--- src/rtl/uart_rx_core.sv ---
// uart_rx_core: 16x-oversampled asynchronous serial receiver with a valid/ack byte handshake.
// Define UART_RX_ERR_CNT_EN to add saturating parity/framing error counters (perr_cnt, ferr_cnt).
`timescale 1ns/1ps
module uart_rx_core #(
  parameter int CLK_HZ = 50_000_000,
  parameter int OVS    = 16
) (
  input  logic       clk,
  input  logic       rst,
  input  logic       rx_in,
  input  logic [1:0] para,
  input  logic [1:0] bd_rate,
  input  logic       s_num,
  input  logic       d_num,
  input  logic       rx_ack,
  output logic [7:0] rx_data,
  output logic       rx_valid,
  output logic       parity_err,
  output logic       frame_err,
  output logic       overrun,
`ifdef UART_RX_ERR_CNT_EN
  output logic [7:0] perr_cnt,
  output logic [7:0] ferr_cnt,
`endif
  output logic       busy
);

  localparam int DIV_1200 = CLK_HZ / (1200 * OVS);
  localparam int DIV_2400 = CLK_HZ / (2400 * OVS);
  localparam int DIV_4800 = CLK_HZ / (4800 * OVS);
  localparam int DIV_9600 = CLK_HZ / (9600 * OVS);
  localparam int DW = $clog2(DIV_1200 + 1);
  localparam int OW = $clog2(OVS);
  localparam logic [OW-1:0] OS_MID  = OW'(OVS / 2 - 1);
  localparam logic [OW-1:0] OS_LAST = OW'(OVS - 1);

  typedef enum logic [2:0] {S_IDLE, S_START, S_DATA, S_PARITY, S_STOP, S_DONE} state_t;

  state_t        state_q, state_d;
  logic          rx_meta_q, rxs_q, rxs_prev_q;
  logic [DW-1:0] div_cnt_q, div_cnt_d, div_max;
  logic [OW-1:0] os_cnt_q, os_cnt_d;
  logic [2:0]    bit_cnt_q, bit_cnt_d;
  logic [7:0]    shift_q, shift_d;
  logic          perr_acc_q, perr_acc_d, ferr_acc_q, ferr_acc_d;
  logic          stop_cnt_q, stop_cnt_d;
  logic [1:0]    para_q, para_d, bd_q, bd_d;
  logic          s2_q, s2_d, d8_q, d8_d;
  logic [7:0]    rx_data_q, rx_data_d;
  logic          rx_valid_q, rx_valid_d, parity_err_q, parity_err_d;
  logic          frame_err_q, frame_err_d, overrun_q, overrun_d;
`ifdef UART_RX_ERR_CNT_EN
  logic [7:0]    perr_cnt_q, perr_cnt_d, ferr_cnt_q, ferr_cnt_d;
`endif

  logic       start_edge, tick, sample, par_en, par_bit_exp;
  logic [7:0] data_byte;

  always_comb begin
    case (bd_q)
      2'b00:   div_max = DW'(DIV_1200 - 1);
      2'b01:   div_max = DW'(DIV_2400 - 1);
      2'b10:   div_max = DW'(DIV_4800 - 1);
      default: div_max = DW'(DIV_9600 - 1);
    endcase
  end

  // A held-low line never produces a new edge, so a break cannot retrigger the FSM.
  assign start_edge  = rxs_prev_q & ~rxs_q;
  assign tick        = (div_cnt_q == div_max);
  assign sample      = tick && (os_cnt_q == ((state_q == S_START) ? OS_MID : OS_LAST));
  assign par_en      = (para_q == 2'b01) || (para_q == 2'b10);
  assign data_byte   = d8_q ? shift_q : {1'b0, shift_q[7:1]};
  assign par_bit_exp = (para_q == 2'b01) ? ~^data_byte : ^data_byte;

  always_ff @(posedge clk or negedge rst) begin
    if (!rst) begin
      rx_meta_q  <= 1'b1;
      rxs_q      <= 1'b1;
      rxs_prev_q <= 1'b1;
    end else begin
      rx_meta_q  <= rx_in;
      rxs_q      <= rx_meta_q;
      rxs_prev_q <= rxs_q;
    end
  end

  always_ff @(posedge clk or negedge rst) begin
    if (!rst) begin
      state_q      <= S_IDLE;
      div_cnt_q    <= '0;
      os_cnt_q     <= '0;
      bit_cnt_q    <= '0;
      shift_q      <= '0;
      perr_acc_q   <= 1'b0;
      ferr_acc_q   <= 1'b0;
      stop_cnt_q   <= 1'b0;
      para_q       <= '0;
      bd_q         <= '0;
      s2_q         <= 1'b0;
      d8_q         <= 1'b0;
      rx_data_q    <= '0;
      rx_valid_q   <= 1'b0;
      parity_err_q <= 1'b0;
      frame_err_q  <= 1'b0;
      overrun_q    <= 1'b0;
`ifdef UART_RX_ERR_CNT_EN
      perr_cnt_q   <= '0;
      ferr_cnt_q   <= '0;
`endif
    end else begin
      state_q      <= state_d;
      div_cnt_q    <= div_cnt_d;
      os_cnt_q     <= os_cnt_d;
      bit_cnt_q    <= bit_cnt_d;
      shift_q      <= shift_d;
      perr_acc_q   <= perr_acc_d;
      ferr_acc_q   <= ferr_acc_d;
      stop_cnt_q   <= stop_cnt_d;
      para_q       <= para_d;
      bd_q         <= bd_d;
      s2_q         <= s2_d;
      d8_q         <= d8_d;
      rx_data_q    <= rx_data_d;
      rx_valid_q   <= rx_valid_d;
      parity_err_q <= parity_err_d;
      frame_err_q  <= frame_err_d;
      overrun_q    <= overrun_d;
`ifdef UART_RX_ERR_CNT_EN
      perr_cnt_q   <= perr_cnt_d;
      ferr_cnt_q   <= ferr_cnt_d;
`endif
    end
  end

  always_comb begin
    state_d      = state_q;
    div_cnt_d    = tick ? '0 : div_cnt_q + DW'(1);
    os_cnt_d     = sample ? '0 : (tick ? os_cnt_q + OW'(1) : os_cnt_q);
    bit_cnt_d    = bit_cnt_q;
    shift_d      = shift_q;
    perr_acc_d   = perr_acc_q;
    ferr_acc_d   = ferr_acc_q;
    stop_cnt_d   = stop_cnt_q;
    para_d       = para_q;
    bd_d         = bd_q;
    s2_d         = s2_q;
    d8_d         = d8_q;
    rx_data_d    = rx_data_q;
    rx_valid_d   = rx_valid_q;
    parity_err_d = parity_err_q;
    frame_err_d  = frame_err_q;
    overrun_d    = overrun_q;
`ifdef UART_RX_ERR_CNT_EN
    perr_cnt_d   = perr_cnt_q;
    ferr_cnt_d   = ferr_cnt_q;
`endif
    if (rx_ack && rx_valid_q) rx_valid_d = 1'b0;

    case (state_q)
      S_IDLE: begin
        div_cnt_d = '0;
        os_cnt_d  = '0;
        if (start_edge) begin
          state_d    = S_START;
          para_d     = para;
          bd_d       = bd_rate;
          s2_d       = s_num;
          d8_d       = d_num;
          bit_cnt_d  = '0;
          perr_acc_d = 1'b0;
          ferr_acc_d = 1'b0;
          stop_cnt_d = 1'b0;
        end
      end
      S_START: begin
        if (sample) state_d = rxs_q ? S_IDLE : S_DATA;
      end
      S_DATA: begin
        if (sample) begin
          shift_d   = {rxs_q, shift_q[7:1]};
          bit_cnt_d = bit_cnt_q + 3'd1;
          if (bit_cnt_q == (d8_q ? 3'd7 : 3'd6)) state_d = par_en ? S_PARITY : S_STOP;
        end
      end
      S_PARITY: begin
        if (sample) begin
          perr_acc_d = par_bit_exp ^ rxs_q;
          state_d    = S_STOP;
        end
      end
      S_STOP: begin
        if (sample) begin
          if (!rxs_q) ferr_acc_d = 1'b1;
          stop_cnt_d = 1'b1;
          if (!s2_q || stop_cnt_q) state_d = S_DONE;
        end
      end
      S_DONE: begin
        // Completion overrides a same-cycle ack so the new byte is never lost.
        state_d      = S_IDLE;
        rx_data_d    = data_byte;
        parity_err_d = perr_acc_q;
        frame_err_d  = ferr_acc_q;
        rx_valid_d   = 1'b1;
        if (rx_valid_q) overrun_d = 1'b1;
`ifdef UART_RX_ERR_CNT_EN
        if (perr_acc_q && perr_cnt_q != 8'hFF) perr_cnt_d = perr_cnt_q + 8'd1;
        if (ferr_acc_q && ferr_cnt_q != 8'hFF) ferr_cnt_d = ferr_cnt_q + 8'd1;
`endif
      end
      default: state_d = S_IDLE;
    endcase
  end

  assign rx_data    = rx_data_q;
  assign rx_valid   = rx_valid_q;
  assign parity_err = parity_err_q;
  assign frame_err  = frame_err_q;
  assign overrun    = overrun_q;
  assign busy       = (state_q != S_IDLE);
`ifdef UART_RX_ERR_CNT_EN
  assign perr_cnt   = perr_cnt_q;
  assign ferr_cnt   = ferr_cnt_q;
`endif

endmodule

--- config.mk ---
export PLATFORM = sky130hd
export DESIGN_NAME = uart_rx_core
export DESIGN_NICKNAME = d
export VERILOG_FILES = /design/src/rtl/uart_rx_core.sv
export SDC_FILE = /design/constraint.sdc
export NUM_CORES = 1
export LEC_CHECK = 0
export ABC_AREA = 1
export CAP_MARGIN = 20
export CORE_MARGIN = 2
export CORE_UTILIZATION = 30
export CTS_BUF_LIST = sky130_fd_sc_hd__clkbuf_4 sky130_fd_sc_hd__clkbuf_8 sky130_fd_sc_hd__clkbuf_16
export DETAILED_ROUTE_END_ITERATION = 10
export GPL_TIMING_DRIVEN = 0
export PLACE_DENSITY_LB_ADDON = 0.1
export SYNTH_ARGS = -nofsm -noshare
export SYNTH_HDL_FRONTEND = slang
export SYNTH_SLANG_ARGS = --single-unit
--- constraint.sdc ---
create_clock -name clk -period 1.86 [get_ports clk]
set_input_delay 0.186 -clock clk [delete_from_list [all_inputs] [get_ports clk]]
set_output_delay 0.186 -clock clk [all_outputs]
set_load 0.005 [all_outputs]
==> flow_metrics.env, run 1 <==
export IMPL_nNetsFinal=459
export IMPL_path_max_fanout=10
export IMPL_power_leakage_nw=1.819
export IMPL_netlist_top_cells_count="nand2_1, dfrtp_1, inv_1, nor2_1"
export IMPL_grt_pass1_wl_um=12250
export IMPL_rows=36
export IMPL_hp_class="input pin to flop"
export IMPL_placed_cells=555
export IMPL_cts_reportedPaths_clkPinSlew_ns=0.11
export IMPL_period_share=0.9831
export IMPL_synthSimpleGateAreaFrac=0.3193
export IMPL_drt_pre_antenna_iters=6
export IMPL_grt_pass1_vias=2597
export IMPL_gp_congestion=0.8145
export IMPL_clk_latency_ns=0.31
export IMPL_die_height_um=103.9
export IMPL_dr_first_iter_drc_count=97
export IMPL_synth_compound_area_frac=0.08191
export IMPL_clock_fmax_mhz=546.9
export IMPL_antenna_found_initial=0
export IMPL_grt_overflow=0
export IMPL_synth_top_family_by_area="simple AND/OR/NAND/NOR gates"
export IMPL_antenna_left=0
export IMPL_fin_cells=579
export IMPL_power_w=0.004003
export IMPL_initial_core_util=0.3077
export IMPL_drc=0
export IMPL_slew_headroom=0.5672
export IMPL_slew_viol_final=0
export IMPL_syn2layout_area_growth_pct=27.58
export IMPL_p_per_area_mw_per_mm2=1048
export IMPL_ys_top_cells_by_area="dfrtp_1, nand2_1, inv_1"
export IMPL_final_hold_viol_count=0
export IMPL_ys_ff_latch=54
export IMPL_required_ns=2.07
export IMPL_crit_type="flop to flop"
export IMPL_cp_start_kind="flop"
export IMPL_syn_inst=399
export IMPL_synth_top_area_share=0.4262
export IMPL_synth_mux_area_frac=0
export IMPL_synth_top_cell_by_area="dfrtp_1"
export IMPL_setup_ws_ns=0.03144
export IMPL_cts_tree="built"
export IMPL_pre_cts_slack_ns=-0.03473
export IMPL_clockBufferDepth=2
export IMPL_num_antenna_cells=0
export IMPL_min_period_ns=1.829
export IMPL_yosysWarnings=0
export IMPL_synth_area_mm2=0.002994
export IMPL_finClkSkew_ns=0.01189
export IMPL_setup_viol=0
export IMPL_tightest_slew_ns=0.6491
export IMPL_synth_cell_types=34
export IMPL_dieArea_mm2=0.01080
export IMPL_synthArstFlopShare=1.000
export IMPL_cts_root_buffer="clkbuf_8"
export IMPL_yosysMostFrequentCell="nand2_1"
export IMPL_cp_data_arrival_time_ns=2.03
export IMPL_synth_edf_count=0
export IMPL_htreeDepth=2
export IMPL_seq_area_mm2=0.001359
export IMPL_ys_seq_area_frac=0.4526
export IMPL_grt_max_degree=29
export IMPL_port_buffers=22
export IMPL_synth_net_count=413
export IMPL_cts_buffers=5
export IMPL_wl_per_cell_um=11.90
export IMPL_synth_fa_ha_area_frac=0.01672
export IMPL_num_fill_cells=1064
export IMPL_coreArea_mm2=0.009729
export IMPL_vias=2548
export IMPL_rsz0062_at_grt="yes"
export IMPL_status="complete, no violations"
export IMPL_viasPerCell=4.401
export IMPL_fin_tns_setup_ns=0
export IMPL_critPathCaptureType="flop"
export IMPL_ff2ff_setup_slack_ns=0.03
export IMPL_synth_area_per_cell_um2=7.504
export IMPL_track_usage=0.1366
export IMPL_synth_xor_area_frac=0.04388
export IMPL_multi_input_area_mm2=0.001530
export IMPL_synthFlopType="dfrtp_1"
export IMPL_num_io_pins=23
export IMPL_cts_sinks=54
export IMPL_ir_drop_v=0.0004741
export IMPL_routed_wl_um=6891
export IMPL_drive_gt1_frac=0.2040
export IMPL_die_x_um=103.9
export IMPL_dpl_hpwl_um=5008
export IMPL_fin_hold_ws_ns=0.2844
export IMPL_cap_violations=0
-- metrics by stage --
stage / cell area [µm²] / utilization
floorplan: 2994 / -
global placement: 3381 / 0.3475
detailed placement: 3396 / 0.3490
CTS: 3590 / 0.3690
global route: 3820 / 0.3926
finish: 3820 / 0.3926
-- power breakdown --
part,internal [W],switching (W)
sequential,0.00133,0.000140
clock,0.000282,0.000395
combinational,0.000745,0.00111
total,0.00236,0.00164
-- registers in the layout, indices dropped and copies added (netlist names), 2 cells and up --
| signal | cells |
|---|---|
| bd_q | 2 |
| bit_cnt_q | 3 |
| div_cnt_q | 12 |
| os_cnt_q | 4 |
| para_q | 2 |
| rx_data | 8 |
| shift_q | 8 |
| state_q | 3 |
-- worst max-delay path, stage by stage (launching register included) --
cell and delay (ns):
dfrtp_2 0.48, buf_6 0.18, nand2_1 0.07, nand2_2 0.08
nand2_1 0.09, nor3_4 0.25, nand3_4 0.13, inv_4 0.10
nand2_8 0.08, buf_8 0.16, nand2_2 0.05, o21ai_2 0.04
-- placed cells by master, fill, tap and decap left out, types with 3 or more instances in the layout --
cell,instances
o21ai_2,8
buf_6,5
clkbuf_8,5
buf_2,5
nor2_1,35
xor2_1,10
clkdlybuf4s50_1,20
o21ai_0,21
a21oi_1,4
buf_4,11
nor2_2,5
dfrtp_2,3
nand2_2,14
inv_1,46
dfstp_2,3
ha_1,4
nand3_1,21
o21ai_1,5
xnor2_1,4
inv_2,4
dfrtp_1,48
nand2_1,120
nand3_2,6
nand4_1,6
-- logic make-up after synthesis --
| kind of cell | Yosys count |
|---|---|
| AOI/OAI and AO/OA | 42 |
| xor gates and xnor gates | 15 |
| adders and majority gates | 4 |
| buffers and inverters | 60 |
| DFF | 54 |
| and+or+nand+nor | 224 |
-- metal layers --
| metal | track usage | share of wire |
|---|---|---|
| met4 | 0.02896 | 0.0033 |
| met2 | 0.2448 | 0.49 |
| met3 | 0.02318 | 0.024 |
| met5 | 0 | 0 |
| met1 | 0.1724 | 0.48 |
-- path summary, 6_finish.rpt --
kind,startpoint,cells after the start,end
max in group asynchronous,rst,3,rxs_prev_q
setup / recovery,bd_q[0],11,shift_q[6]
setup reg to reg,bd_q[0],11,shift_q[6]
hold / removal,rx_in,1,rx_meta_q
min in group asynchronous,rst,2,shift_q[4]
hold reg to reg,rx_meta_q,0,rxs_q
-- repair_timing --
| action | 4_1_cts | 5_1_grt |
|---|---|---|
| setup buffers | 6 | 7 |
| pin swaps | 1 | 12 |
| endpoints found under the setup margin | 19 | 44 |
| hold buffers | 1 | 0 |
| resized for setup | 10 | 53 |
| cloned | 1 | 1 |
| hold endpoints to repair | 26 | 0 |
-- area by class of cell --
class                           count  area share
Buffer                              8     0.01965
Clock buffer                        6     0.01998
Clock inverter                      2    0.003603
Inverter                           52     0.05372
Multi-Input combinational cell    285      0.4006
Sequential cell                    54      0.3557
Tap cell                          133     0.04356
Timing Repair Buffer               39      0.1032
Note: power is estimated with default switching activity, not from simulation.
==> run 2, diff against run 1 <==
--- a/config.mk
+++ b/config.mk
@@ -6,13 +6,15 @@
 export NUM_CORES = 1
 export LEC_CHECK = 0
 export ABC_AREA = 1
-export CAP_MARGIN = 20
+export CAP_MARGIN = 5
 export CORE_MARGIN = 2
 export CORE_UTILIZATION = 30
 export CTS_BUF_LIST = sky130_fd_sc_hd__clkbuf_4 sky130_fd_sc_hd__clkbuf_8 sky130_fd_sc_hd__clkbuf_16
+export CTS_CLUSTER_DIAMETER = 80
 export DETAILED_ROUTE_END_ITERATION = 10
 export GPL_TIMING_DRIVEN = 0
 export PLACE_DENSITY_LB_ADDON = 0.1
+export SLEW_MARGIN = 20
 export SYNTH_ARGS = -nofsm -noshare
 export SYNTH_HDL_FRONTEND = slang
 export SYNTH_SLANG_ARGS = --single-unit
==> flow_metrics.env, run 2 (synthesized netlist as in run 1, its figures left out) <==
export IMPL_crit_type="flop to flop"
export IMPL_multi_input_area_mm2=0.001549
export IMPL_worstPathCellList="buf_6 > nand2_1 > nand2_2 > nand2_1 > nor3_4 > nand3_2 > inv_2 > nand2_4 > buf_8 > nand2_2 > o21ai_2"
export IMPL_layout_commonest_cell="nand2_1"
export IMPL_slew_headroom=0.6951
export IMPL_pre_cts_slack_ns=-0.03244
export IMPL_slowest_stage="dfrtp_2"
export IMPL_status="complete, no violations"
export IMPL_ff2ff_setup_slack_ns=0.04
export IMPL_die_height_um=103.9
export IMPL_cap_violations=0
export IMPL_p_sw_w=0.001680
export IMPL_htreeDepth=2
export IMPL_wl_per_cell_um=12.05
export IMPL_vias=2555
export IMPL_cts_root_buffer="clkbuf_8"
export IMPL_cp_start_kind="flop"
export IMPL_initial_core_util=0.3077
export IMPL_clockBufferDepth=2
export IMPL_p_per_area_mw_per_mm2=1064
export IMPL_cts_tree="built"
export IMPL_drt_pre_antenna_iters=4
export IMPL_antenna_found_initial=0
export IMPL_clkPwrFrac=0.167
export IMPL_r2r_end="shift_q[5]"
export IMPL_rr_startpoint="bd_q[0]"
export IMPL_die_x_um=103.9
export IMPL_dieArea_mm2=0.01080
export IMPL_grt_max_degree=35
export IMPL_cts_reportedPaths_clkPinSlew_ns=0.11
export IMPL_placed_cells=555
export IMPL_path_max_fanout=6
export IMPL_viasPerCell=4.390
export IMPL_drc=0
export IMPL_required_ns=2.08
export IMPL_setup_ws_ns=0.03776
export IMPL_swShare=0.4088
export IMPL_tightest_slew_ns=0.4525
export IMPL_top_register="div_cnt_q"
export IMPL_min_path_cells=1
export IMPL_reg2regPathDepth=11
export IMPL_rsz0062_at_grt="yes"
export IMPL_grt_pass1_wl_um=11980
export IMPL_holdPathEnd="rx_meta_q"
export IMPL_clk_latency_ns=0.31
export IMPL_coreArea_mm2=0.009729
export IMPL_rows=36
export IMPL_cts_buffers=5
export IMPL_gp_congestion=0.8145
export IMPL_cp_data_arrival_time_ns=2.04
export IMPL_period_share=0.9797
export IMPL_min_period_ns=1.822
export IMPL_setup_viol=0
export IMPL_syn2layout_area_growth_pct=29.04
export IMPL_num_io_pins=23
export IMPL_grt_overflow=0
export IMPL_seq_area_mm2=0.001359
export IMPL_routed_wl_um=7016
export IMPL_antenna_left=0
export IMPL_power_leakage_nw=1.855
export IMPL_drive_gt1_frac=0.2205
export IMPL_track_usage=0.1349
export IMPL_num_fill_cells=1041
export IMPL_fin_cells=582
export IMPL_largest_reg_flops=12
export IMPL_clock_fmax_mhz=548.8
export IMPL_num_antenna_cells=0
export IMPL_nNetsFinal=462
export IMPL_p_int_w=0.002431
export IMPL_finClkSkew_ns=0.01059
export IMPL_hp_class="input pin to flop"
export IMPL_grt_pass1_vias=2556
export IMPL_port_buffers=22
export IMPL_hold_path_startpoint="rx_in"
export IMPL_dpl_hpwl_um=5018
export IMPL_power_frac_seq=0.363
export IMPL_dr_first_iter_drc_count=67
export IMPL_final_hold_viol_count=0
export IMPL_combPwrFrac=0.470
export IMPL_critPathCaptureType="flop"
export IMPL_cts_sinks=54
export IMPL_max_stage_delay_ns=0.50
export IMPL_final_cell_mix="nand2_1, dfrtp_1, inv_1, nor2_1, nand3_1"
export IMPL_ir_drop_v=0.0004825
export IMPL_slew_viol_final=0
run 2: cell count changes in the layout (fill, tap and decap cells not counted), sizes merged:
| cell | delta |
|---|---|
| buf | +2 |
| clkbuf | +1 |
run 2: timing repair:
item / CTS / global route
buffers inserted: 3 / 12
hold endpoints to repair: 20 / 0
gates cloned: 1 / 2
hold buffers: 1 / 0
pin swaps: 1 / 18
gates resized for setup: 14 / 62
setup endpoints to repair: 16 / 45
run 2: stage by stage:
step / power, W / util / hold WS [ns] / area (µm²) / TNS (ns)
after floorplan: 0.002567 / - / -0.1096 / 2994 / 0
after global placement: 0.003003 / 0.3475 / 0.3486 / 3381 / -65.29
after detailed placement: 0.003009 / 0.3493 / 0.1029 / 3398 / -0.2013
after CTS: 0.003811 / 0.3683 / 0.2625 / 3583 / -0.008137
after global routing: 0.004489 / 0.3971 / 0.2652 / 3864 / -0.5607
final: 0.004111 / 0.3971 / 0.2749 / 3864 / 0
run 2: worst max-delay path by stage:
stage / to / from / slack, ns
3_5_place_dp: shift_q[6] / bd_q[1] / -0.03
5_1_grt: shift_q[6] / bd_q[0] / -0.08
6_report: shift_q[5] / bd_q[0] / 0.04
4_1_cts: busy / state_q[0] / -0.008
2_1_floorplan: div_cnt_q[10] / div_cnt_q[1] / 0.21
3_3_place_gp: os_cnt_q[0] / rst / -1.25
run 2: layout make-up:
| type | count | area share |
|---|---|---|
| clock buffer | 6 | 0.01975 |
| timing repair buffer | 42 | 0.1091 |
| sequential | 54 | 0.3517 |
| tap | 133 | 0.04307 |
| clock inverter | 2 | 0.003562 |
| buffer | 8 | 0.01943 |
| inverter | 52 | 0.05246 |
| multi-input combinational | 285 | 0.4009 |
run 2: per-layer routing:
layer / share of wire / up-vias / routed length [µm] / track usage
met5: 0 / - / 0 / 0
met4: 0.020 / 0 / 138 / 0.04344
met3: 0.022 / 12 / 154 / 0.02256
met2: 0.49 / 27 / 3421 / 0.2387
met1: 0.47 / 1169 / 3302 / 0.1670
li1: - / 1347 / - / -
run 2: worst max-delay path: cells and delay by family (launching register included):
kind	cells	cell delay, ns
simple gates	7	0.74
flops	1	0.50
buf+inv	3	0.44
compound gates	1	0.04
run 2: power by group through the flow:
stage | registers [W] | logic, W | clock network, W
after global placement | 0.00149 | 0.00151 | 0
after floorplan | 0.00147 | 0.00110 | 0
final | 0.00149 | 0.00193 | 0.000687
after global routing | 0.00152 | 0.00220 | 0.000769
after CTS | 0.00147 | 0.00161 | 0.000730
after detailed placement | 0.00149 | 0.00152 | 0
==> run 3, diff against run 2 <==
--- a/config.mk
+++ b/config.mk
@@ -6,7 +6,7 @@
 export NUM_CORES = 1
 export LEC_CHECK = 0
 export ABC_AREA = 1
-export CAP_MARGIN = 5
+export CAP_MARGIN = 20
 export CORE_MARGIN = 2
 export CORE_UTILIZATION = 30
 export CTS_BUF_LIST = sky130_fd_sc_hd__clkbuf_4 sky130_fd_sc_hd__clkbuf_8 sky130_fd_sc_hd__clkbuf_16
==> results of run 3 <==
The final DEF is identical to that of run 2; final timing and power are the same.
